$ cat src/rtl/pe_namespace_loader.sv
// pe_namespace_loader: assembles multi-beat memory-column writes into full
// namespace words (data / weight / meta / inst), and serialises weight words
// back onto the memory column through a ready/valid read-back engine.
module pe_namespace_loader #(
  parameter int peId              = 0,
  parameter int logNumPeMemColumn = 2,
  parameter int logMemNamespaces  = 2,
  parameter int dataLen           = 32,
  parameter int memDataLen        = 16,
  parameter int dataAddrLen       = 5,
  parameter int weightAddrLen     = 5,
  parameter int metaAddrLen       = 2,
  parameter int msbFirst          = 0
) (
  input  logic                         clk,
  input  logic                         reset,
  input  logic                         mem_wrt_valid,
  input  logic [logNumPeMemColumn-1:0] peId_mem_in,
  input  logic [logMemNamespaces-1:0]  mem_data_type,
  input  logic [memDataLen-1:0]        mem_data_input,
  input  logic                         mem_weight_rd_valid,
  output logic                         mem_rd_ready,
  output logic                         mem_rd_data_valid,
  output logic [memDataLen-1:0]        mem_data_output,
  input  logic                         inst_restart,
  input  logic [dataLen-1:0]           pe_namespace_weight_out,
  output logic [weightAddrLen-1:0]     weight_read_back_addr,
  output logic [dataLen-1:0]           pe_namespace_data,
  output logic                         pe_namespace_data_wrt,
  output logic [dataAddrLen-1:0]       data_wrt_addr,
  output logic                         pe_namespace_weight_wrt,
  output logic [weightAddrLen-1:0]     weight_wrt_addr,
  output logic                         pe_namespace_meta_wrt,
  output logic [metaAddrLen-1:0]       meta_wrt_addr,
  output logic                         pe_namespace_wrt_done,
  output logic                         type_error
);

  localparam int BEATS = (dataLen + memDataLen - 1) / memDataLen;
  localparam int WORDW = BEATS * memDataLen;
  localparam int CW    = (BEATS > 1) ? $clog2(BEATS) : 1;
  localparam logic [CW-1:0] LAST = CW'(BEATS - 1);
  localparam logic [logNumPeMemColumn-1:0] PE_SEL = logNumPeMemColumn'(peId);

  localparam logic [logMemNamespaces-1:0] NS_INST   = logMemNamespaces'(0);
  localparam logic [logMemNamespaces-1:0] NS_DATA   = logMemNamespaces'(1);
  localparam logic [logMemNamespaces-1:0] NS_WEIGHT = logMemNamespaces'(2);
  localparam logic [logMemNamespaces-1:0] NS_META   = logMemNamespaces'(3);

  typedef enum logic [1:0] {RD_IDLE, RD_FETCH, RD_SEND} rd_state_t;

  // ---------------- write assembler ----------------
  logic                        accept;
  logic                        new_word;
  logic                        switch_err;
  logic [CW-1:0]               beat_cnt;
  logic [CW-1:0]               idx;
  logic [CW-1:0]               slot;
  logic                        last_beat;
  logic [logMemNamespaces-1:0] ns_lat;
  logic [logMemNamespaces-1:0] ns_next;
  logic [WORDW-1:0]            word;
  logic [WORDW-1:0]            word_next;

  assign accept     = mem_wrt_valid && (peId_mem_in == PE_SEL);
  // A type change on a non-first beat abandons the partial word and restarts
  // assembly with this beat as beat 0.
  assign new_word   = (beat_cnt == '0) || (mem_data_type != ns_lat);
  assign switch_err = accept && (beat_cnt != '0) && (mem_data_type != ns_lat);
  assign idx        = new_word ? '0 : beat_cnt;
  assign slot       = (msbFirst != 0) ? (LAST - idx) : idx;
  assign last_beat  = (idx == LAST);
  assign ns_next    = new_word ? mem_data_type : ns_lat;

  // Place the incoming beat into its slice of the word under assembly
  always_comb begin
    word_next = new_word ? '0 : word;
    for (int unsigned k = 0; k < BEATS; k++) begin
      if (slot == CW'(k)) word_next[k*memDataLen +: memDataLen] = mem_data_input;
    end
  end

  // Beat counting, namespace latch and registered commit strobes
  always_ff @(posedge clk or posedge reset) begin
    if (reset) begin
      beat_cnt                <= '0;
      ns_lat                  <= '0;
      word                    <= '0;
      type_error              <= 1'b0;
      pe_namespace_data       <= '0;
      pe_namespace_data_wrt   <= 1'b0;
      pe_namespace_weight_wrt <= 1'b0;
      pe_namespace_meta_wrt   <= 1'b0;
      pe_namespace_wrt_done   <= 1'b0;
    end else begin
      type_error              <= switch_err;
      pe_namespace_data       <= '0;
      pe_namespace_data_wrt   <= 1'b0;
      pe_namespace_weight_wrt <= 1'b0;
      pe_namespace_meta_wrt   <= 1'b0;
      pe_namespace_wrt_done   <= 1'b0;
      if (accept) begin
        ns_lat <= ns_next;
        if (last_beat) begin
          beat_cnt              <= '0;
          word                  <= '0;
          pe_namespace_wrt_done <= 1'b1;
          if (ns_next != NS_INST) pe_namespace_data <= word_next[dataLen-1:0];
          case (ns_next)
            NS_DATA:   pe_namespace_data_wrt   <= 1'b1;
            NS_WEIGHT: pe_namespace_weight_wrt <= 1'b1;
            NS_META:   pe_namespace_meta_wrt   <= 1'b1;
            default:   ;
          endcase
        end else begin
          beat_cnt <= idx + 1'b1;
          word     <= word_next;
        end
      end
    end
  end

  // Write pointers advance the cycle after their strobe; restart wins on data
  always_ff @(posedge clk or posedge reset) begin
    if (reset) begin
      data_wrt_addr   <= '0;
      weight_wrt_addr <= '0;
      meta_wrt_addr   <= '0;
    end else begin
      if (inst_restart)               data_wrt_addr   <= '0;
      else if (pe_namespace_data_wrt) data_wrt_addr   <= data_wrt_addr + 1'b1;
      if (pe_namespace_weight_wrt)    weight_wrt_addr <= weight_wrt_addr + 1'b1;
      if (pe_namespace_meta_wrt)      meta_wrt_addr   <= meta_wrt_addr + 1'b1;
    end
  end

  // ---------------- weight read-back ----------------
  rd_state_t        rd_state;
  rd_state_t        rd_next;
  logic             rd_req;
  logic [CW-1:0]    rd_cnt;
  logic [WORDW-1:0] rd_shift;

  assign rd_req = mem_weight_rd_valid && (peId_mem_in == PE_SEL);

  // Read-back state register
  always_ff @(posedge clk or posedge reset) begin
    if (reset) rd_state <= RD_IDLE;
    else       rd_state <= rd_next;
  end

  // Read-back next state and handshake outputs
  always_comb begin
    rd_next           = rd_state;
    mem_rd_ready      = 1'b0;
    mem_rd_data_valid = 1'b0;
    mem_data_output   = '0;
    case (rd_state)
      RD_IDLE: begin
        mem_rd_ready = 1'b1;
        if (rd_req) rd_next = RD_FETCH;
      end
      RD_FETCH: rd_next = RD_SEND;
      RD_SEND: begin
        mem_rd_data_valid = 1'b1;
        mem_data_output   = (msbFirst != 0) ? rd_shift[WORDW-1 -: memDataLen]
                                            : rd_shift[memDataLen-1:0];
        if (rd_cnt == LAST) rd_next = RD_IDLE;
      end
      default: rd_next = RD_IDLE;
    endcase
  end

  // Capture, shift-out and read pointer advance
  always_ff @(posedge clk or posedge reset) begin
    if (reset) begin
      rd_shift              <= '0;
      rd_cnt                <= '0;
      weight_read_back_addr <= '0;
    end else begin
      case (rd_state)
        RD_FETCH: begin
          rd_shift <= WORDW'(pe_namespace_weight_out);
          rd_cnt   <= '0;
        end
        RD_SEND: begin
          rd_shift <= (msbFirst != 0) ? (rd_shift << memDataLen) : (rd_shift >> memDataLen);
          if (rd_cnt == LAST) begin
            rd_cnt                <= '0;
            weight_read_back_addr <= weight_read_back_addr + 1'b1;
          end else begin
            rd_cnt <= rd_cnt + 1'b1;
          end
        end
        default: ;
      endcase
    end
  end

endmodule

$ cat config.mk
export PLATFORM = sky130hd
export DESIGN_NAME = pe_namespace_loader
export DESIGN_NICKNAME = d
export VERILOG_FILES = /design/src/rtl/pe_namespace_loader.sv
export SDC_FILE = /design/constraint.sdc
export NUM_CORES = 1
export LEC_CHECK = 0
export BUFFER_PORTS_ARGS = -buffer_cell sky130_fd_sc_hd__buf_2
export CORE_MARGIN = 2
export CORE_UTILIZATION = 51
export DETAILED_ROUTE_END_ITERATION = 10
export MAX_ROUTING_LAYER = met4
export PLACE_DENSITY = 0.91
export SLEW_MARGIN = 20
export SYNTH_ARGS = -nofsm -noshare
export SYNTH_HDL_FRONTEND = slang
export SYNTH_SLANG_ARGS = --single-unit
export TNS_END_PERCENT = 5
$ cat constraint.sdc
create_clock -name clk -period 3.5 [get_ports clk]
set_input_delay 0.175 -clock clk [delete_from_list [all_inputs] [get_ports clk]]
set_output_delay 0.175 -clock clk [all_outputs]
set_load 0.1 [all_outputs]
**Word level (Yosys, flattened, before mapping)**

Index checks and enable logic that the tools add are counted.
W data, S select, Z words.

- $add $sub $neg: 6
- Muxes and demuxes: 32
- Reduce and logical (&&, ||, !) cells: 12
- Equality and inequality tests: 8
- Bitwise gates (word level): 1

Operators with widths:

| kind | count |
|---|---|
| $mux W32 | 5 |
| $pmux W32 S2 | 1 |
| $mux W16 | 3 |
| $mux W1 | 16 |
| $add A5 B1 Y5 const B | 3 |
| $mux W5 | 2 |
| $eq A2 B2 Y1 const B | 3 |
| $mux W2 | 3 |
| $pmux W2 S3 | 1 |
| $reduce_bool A2 Y1 | 3 |
| $eq A2 B1 Y1 const B | 2 |
| $logic_and A1 B1 Y1 | 4 |
| $logic_not A2 Y1 | 2 |
| $ne A2 B2 Y1 const B | 2 |
| $reduce_and A2 Y1 | 2 |
| $add A1 B1 Y1 const B | 2 |
| $add A2 B1 Y2 const B | 1 |
| $ne A2 B2 Y1 | 1 |
| $pmux W1 S2 | 1 |
| $logic_or A1 B1 Y1 | 1 |
| $not A1 Y1 | 1 |

- Logic and storage cells: 75
- Output and inout port bits: 72
- Register bits after elaboration: 124
- Input bits: 57

**Longest topological paths before layout**

- Depth in word-level cells: 7
- Gate-level depth with buffers: 7

**Least setup slack after synthesis**

Ideal clock, no wire load.

- Path kind: register to output
- Start point: register rd_state[0]
- End point: output port mem_data_output[10]
- Stages on the path, launching flop included: 6
- Arrival time: 2610 ps
- Path buffers: 2
- Setup slack: 715 ps
- Cells stage by stage: dfrtp_1 -> inv_1 -> ha_1 -> buf_2 -> clkbuf_1 -> and2_1

- Longest elaborated chain between the ends: 2

RTL lines:

| item | RTL line | RTL |
|---|---|---|
| from (decl) | 138 | `rd_state_t rd_state;` |
| from (signal assigned) | 149 | `else rd_state <= rd_next;` |
| $eq A2 B2 Y1 | 158 | `case (rd_state)` |
| $mux W16 | 158 |  |
| to (decl) | 24 | `output logic [memDataLen-1:0] mem_data_output,` |

No other way between the ends.

**Final worst setup path**

- Start point: register rd_state[0]
- End point: output port mem_data_output[8]

The elaborated chain is that of the path after synthesis.

==> results.yml <==
routing:
  drt_iter0_drc: 116
  vias_per_cell: 5.08
  dr_wl_met3_um: 552
  top_layer_used: "met4"
  ant_nets: 0
  wl_per_cell_um: 14.3
  first_pass_iters: 4
  drc_errors: 0
  vias: 3192
  route.met2.wl_um: 4330
  met1_length_um: 4010
  totalWireLength_um: 8950
power_and_ir_drop:
  power_frac_comb_pct: 43.3
  clockPowerShare_pct: 17.4
  p_int_mw: 2.27
  switching_share_pct: 47.3
  switching_power_mw: 2.04
  finalPower_mw: 4.31
  ir_drop_mv: 0.338
  p_leak_nw: 2.89
  p_per_area_nw_per_um2: 811
  power_frac_seq_pct: 39.3
critical_path:
  crit_required_ns: 3.32
  cp_cell_sequence: "inv_1 -> ha_1 -> buf_4 -> and2_1 -> buf_2"
  timing.rr.end: "rd_shift[31]"
  cp_max_fo: 39
  max_stage_delay_ns: 0.42
  worstRegToRegCells: 6
  cp_slowest_cell: "dfrtp_1"
  reg2reg_slack_ns: 1.39
  cp-end-kind: "primary output"
  path_class: "reg -> out"
  arrival_ns: 2.04
  crit_family: "buffers and inverters"
  setup.worst_path.start_class: "flop"
  cp.buffers_inverters: 3
  r2r-start: "rd_state[0]"
timing:
  hold_violations: 0
  whs_ns: 0.0203
  setup_violations: 0
  skew_ns: 0.0147
  tightest_slew_ns: 0.960
  worst_slack_ns: 1.28
  drv_slew: 0
  slew_headroom_pct: 36.0
  finalCriticalPeriod_ns: 2.22
  finalCritPeriodShare_pct: 63.4
  max_freq_mhz: 451
  setup_tns_ns: 0
  rsz0062_at_grt: "false"
finish:
  final_nets: 578
  syn_to_final_growth_pct: 19.8
  nFillCells: 684
  layout-drive-gt1-share_pct: 33.7
  fin_util_pct: 61.8
  n_antenna_cell: 0
yosys:
  synth-async-reset-ratio_pct: 100
  synth_area_leader_cell: "dfrtp_1"
  netlist_instances: 396
  synth_seq_area_share_pct: 60.9
  yosysMostFrequentCell: "dfrtp_1"
  ys_top_cells_by_count: "dfrtp_1, nor2_1, and3_1"
  synth_cell_types: 29
  syn_nets: 459
  synth-seq-cells: 108
  synth_ff_type: "dfrtp_1"
  synthTopCellsByArea: "dfrtp_1, and3_1, nor2_1"
  synth_edf_count: 0
  yosysWarnings: 0
  yosys.area.top_type_share_pct: 60.9
  syn_area_um2: 4440
  syn_area_per_cell_um2: 11.2
clock_tree:
  cts_setup_buffers: 0
  tritoncts: "done"
  cts_buffers: 9
  clk_path_buf_depth: 2
  path_clk_slew_ns: 0.11
  clock_sinks: 108
  clk_latency_ns: 0.36
  h-tree-depth: 3
  post_cts_resized: 0
  cts_root_buffer: "clkbuf_8"
floorplanning:
  io_pins: 129
  fp-row-count: 34
  die_w_um: 97.3
  dieHeight_um: 97.3
  core_area_um2: 8590
  initial_utilization_pct: 51.6
  die_area_um2: 9460
global_routing:
  antenna_found_initial: 0
  track_usage_pct: 19.5
  grt_overflow: 0
  grt_max_degree: 85
  grt_pass1_vias: 3030
  grt_pass1_wl_um: 14600
placement:
  dp_slack_ns: 1.15
  dp_hpwl_um: 6220
  port_buffers: 128
  gp_congestion: 0.851
worst_hold_path:
  hold_path_startpoint: "pe_namespace_weight_out[22]"
  whs_path_depth: 3
  min_path_type: "in -> reg"
  min_to: "rd_shift[22]"
run_status:
  outcome: "finished clean"
flow_run:
  cap_violations: 0
[sequential cells by signal, summed over array words and instances, names as in the netlist]
| name | count |
|---|---|
| beat_cnt | 1 |
| data_wrt_addr | 5 |
| meta_wrt_addr | 2 |
| ns_lat | 2 |
| pe_namespace_data | 32 |
| pe_namespace_data_wrt | 1 |
| pe_namespace_meta_wrt | 1 |
| pe_namespace_weight_wrt | 1 |
| pe_namespace_wrt_done | 1 |
| rd_cnt | 1 |
| rd_shift | 32 |
| rd_state | 2 |
| type_error | 1 |
| weight_read_back_addr | 5 |
| weight_wrt_addr | 5 |
| word | 16 |
[worst max path at each step]
| stage | startpoint | end | slack (ns) | cells past startpoint |
|---|---|---|---|---|
| 2_1_floorplan | reset | beat_cnt | 0.48 | 1 |
| 3_3_place_gp | rd_state[0] | rd_shift[26] | 1.31 | 6 |
| 3_5_place_dp | rd_state[0] | rd_shift[31] | 1.15 | 6 |
| 4_1_cts | rd_state[0] | rd_shift[31] | 1.10 | 6 |
| 5_1_grt | rd_state[0] | mem_data_output[8] | 1.14 | 5 |
| 6_report | rd_state[0] | mem_data_output[8] | 1.28 | 5 |
[final cells by class]
| type | count | area, um^2 | area share, % |
|---|---|---|---|
| sequential | 108 | 2700 | 50.9 |
| timing repair buffer | 134 | 688 | 13.0 |
| multi-input combinational | 242 | 1510 | 28.4 |
| clock inverter | 7 | 76.3 | 1.44 |
| inverter | 20 | 80.1 | 1.51 |
| clock buffer | 9 | 124 | 2.33 |
| tap | 108 | 135 | 2.54 |
[metrics by stage]
step | area (um^2) | instances
2_1_floorplan | 4440 | 396
3_3_place_gp | 5100 | 611
3_5_place_dp | 5100 | 611
4_1_cts | 5300 | 627
5_1_grt | 5310 | 628
6_report | 5310 | 628
[cell families (layout without fill, tap and decap cells)]
group | after synthesis | in the layout | share of synthesized area, %
multiplexers | 21 | 21 | 4.85
adder cells (fa/ha/maj) | 6 | 6 | 1.69
buffers and inverters | 46 | 170 | 5.16
XOR/XNOR | 16 | 16 | 3.16
flip-flops | 108 | 108 | 60.9
AO/OA/AOI/OAI | 36 | 36 | 4.18
AND/OR/NAND/NOR | 163 | 163 | 20.0
[what timing repair did]
action	CTS	global route
setup endpoints to repair	0	0
hold endpoints to repair	0	28
hold buffers	0	1
[layer usage]
| metal | track usage (%) | vias up |
|---|---|---|
| li1 | - | 1532 |
| met2 | 29.9 | 114 |
| met4 | 4.49 | 0 |
| met5 | - | - |
| met3 | 3.53 | 6 |
| met1 | 27.8 | 1540 |
[placed cells by master (no fill, tap or decap), drive strengths merged, types with 4 or more instances in the layout]
master and count:
a21oi 18, and2 16, and3 35, buf 133
clkbuf 9, dfrtp 108, ha 6, inv 24
mux2 4, mux2i 17, nand2 25, nand4 4
nor2 56, nor3 16, o21ai 16, xnor2 11
xor2 5
[power groups by stage]
stage / logic, mW / clock network (mW) / registers, mW
after floorplan: 1.35 / 0 / 1.92
after global placement: 1.80 / 0 / 1.70
after detailed placement: 1.87 / 0 / 1.72
after CTS: 1.87 / 0.762 / 1.69
after global routing: 2.01 / 0.834 / 1.73
final: 1.87 / 0.750 / 1.70
[worst reg2reg max path: stages (launching register included)]
cell and delay (ns):
dfrtp_1 0.39, inv_1 0.08, ha_1 0.28, buf_4 0.38, nor2b_2 0.65, nand2_1 0.12, o21ai_0 0.11
No activity file was read; power rests on OpenSTA's default activity.
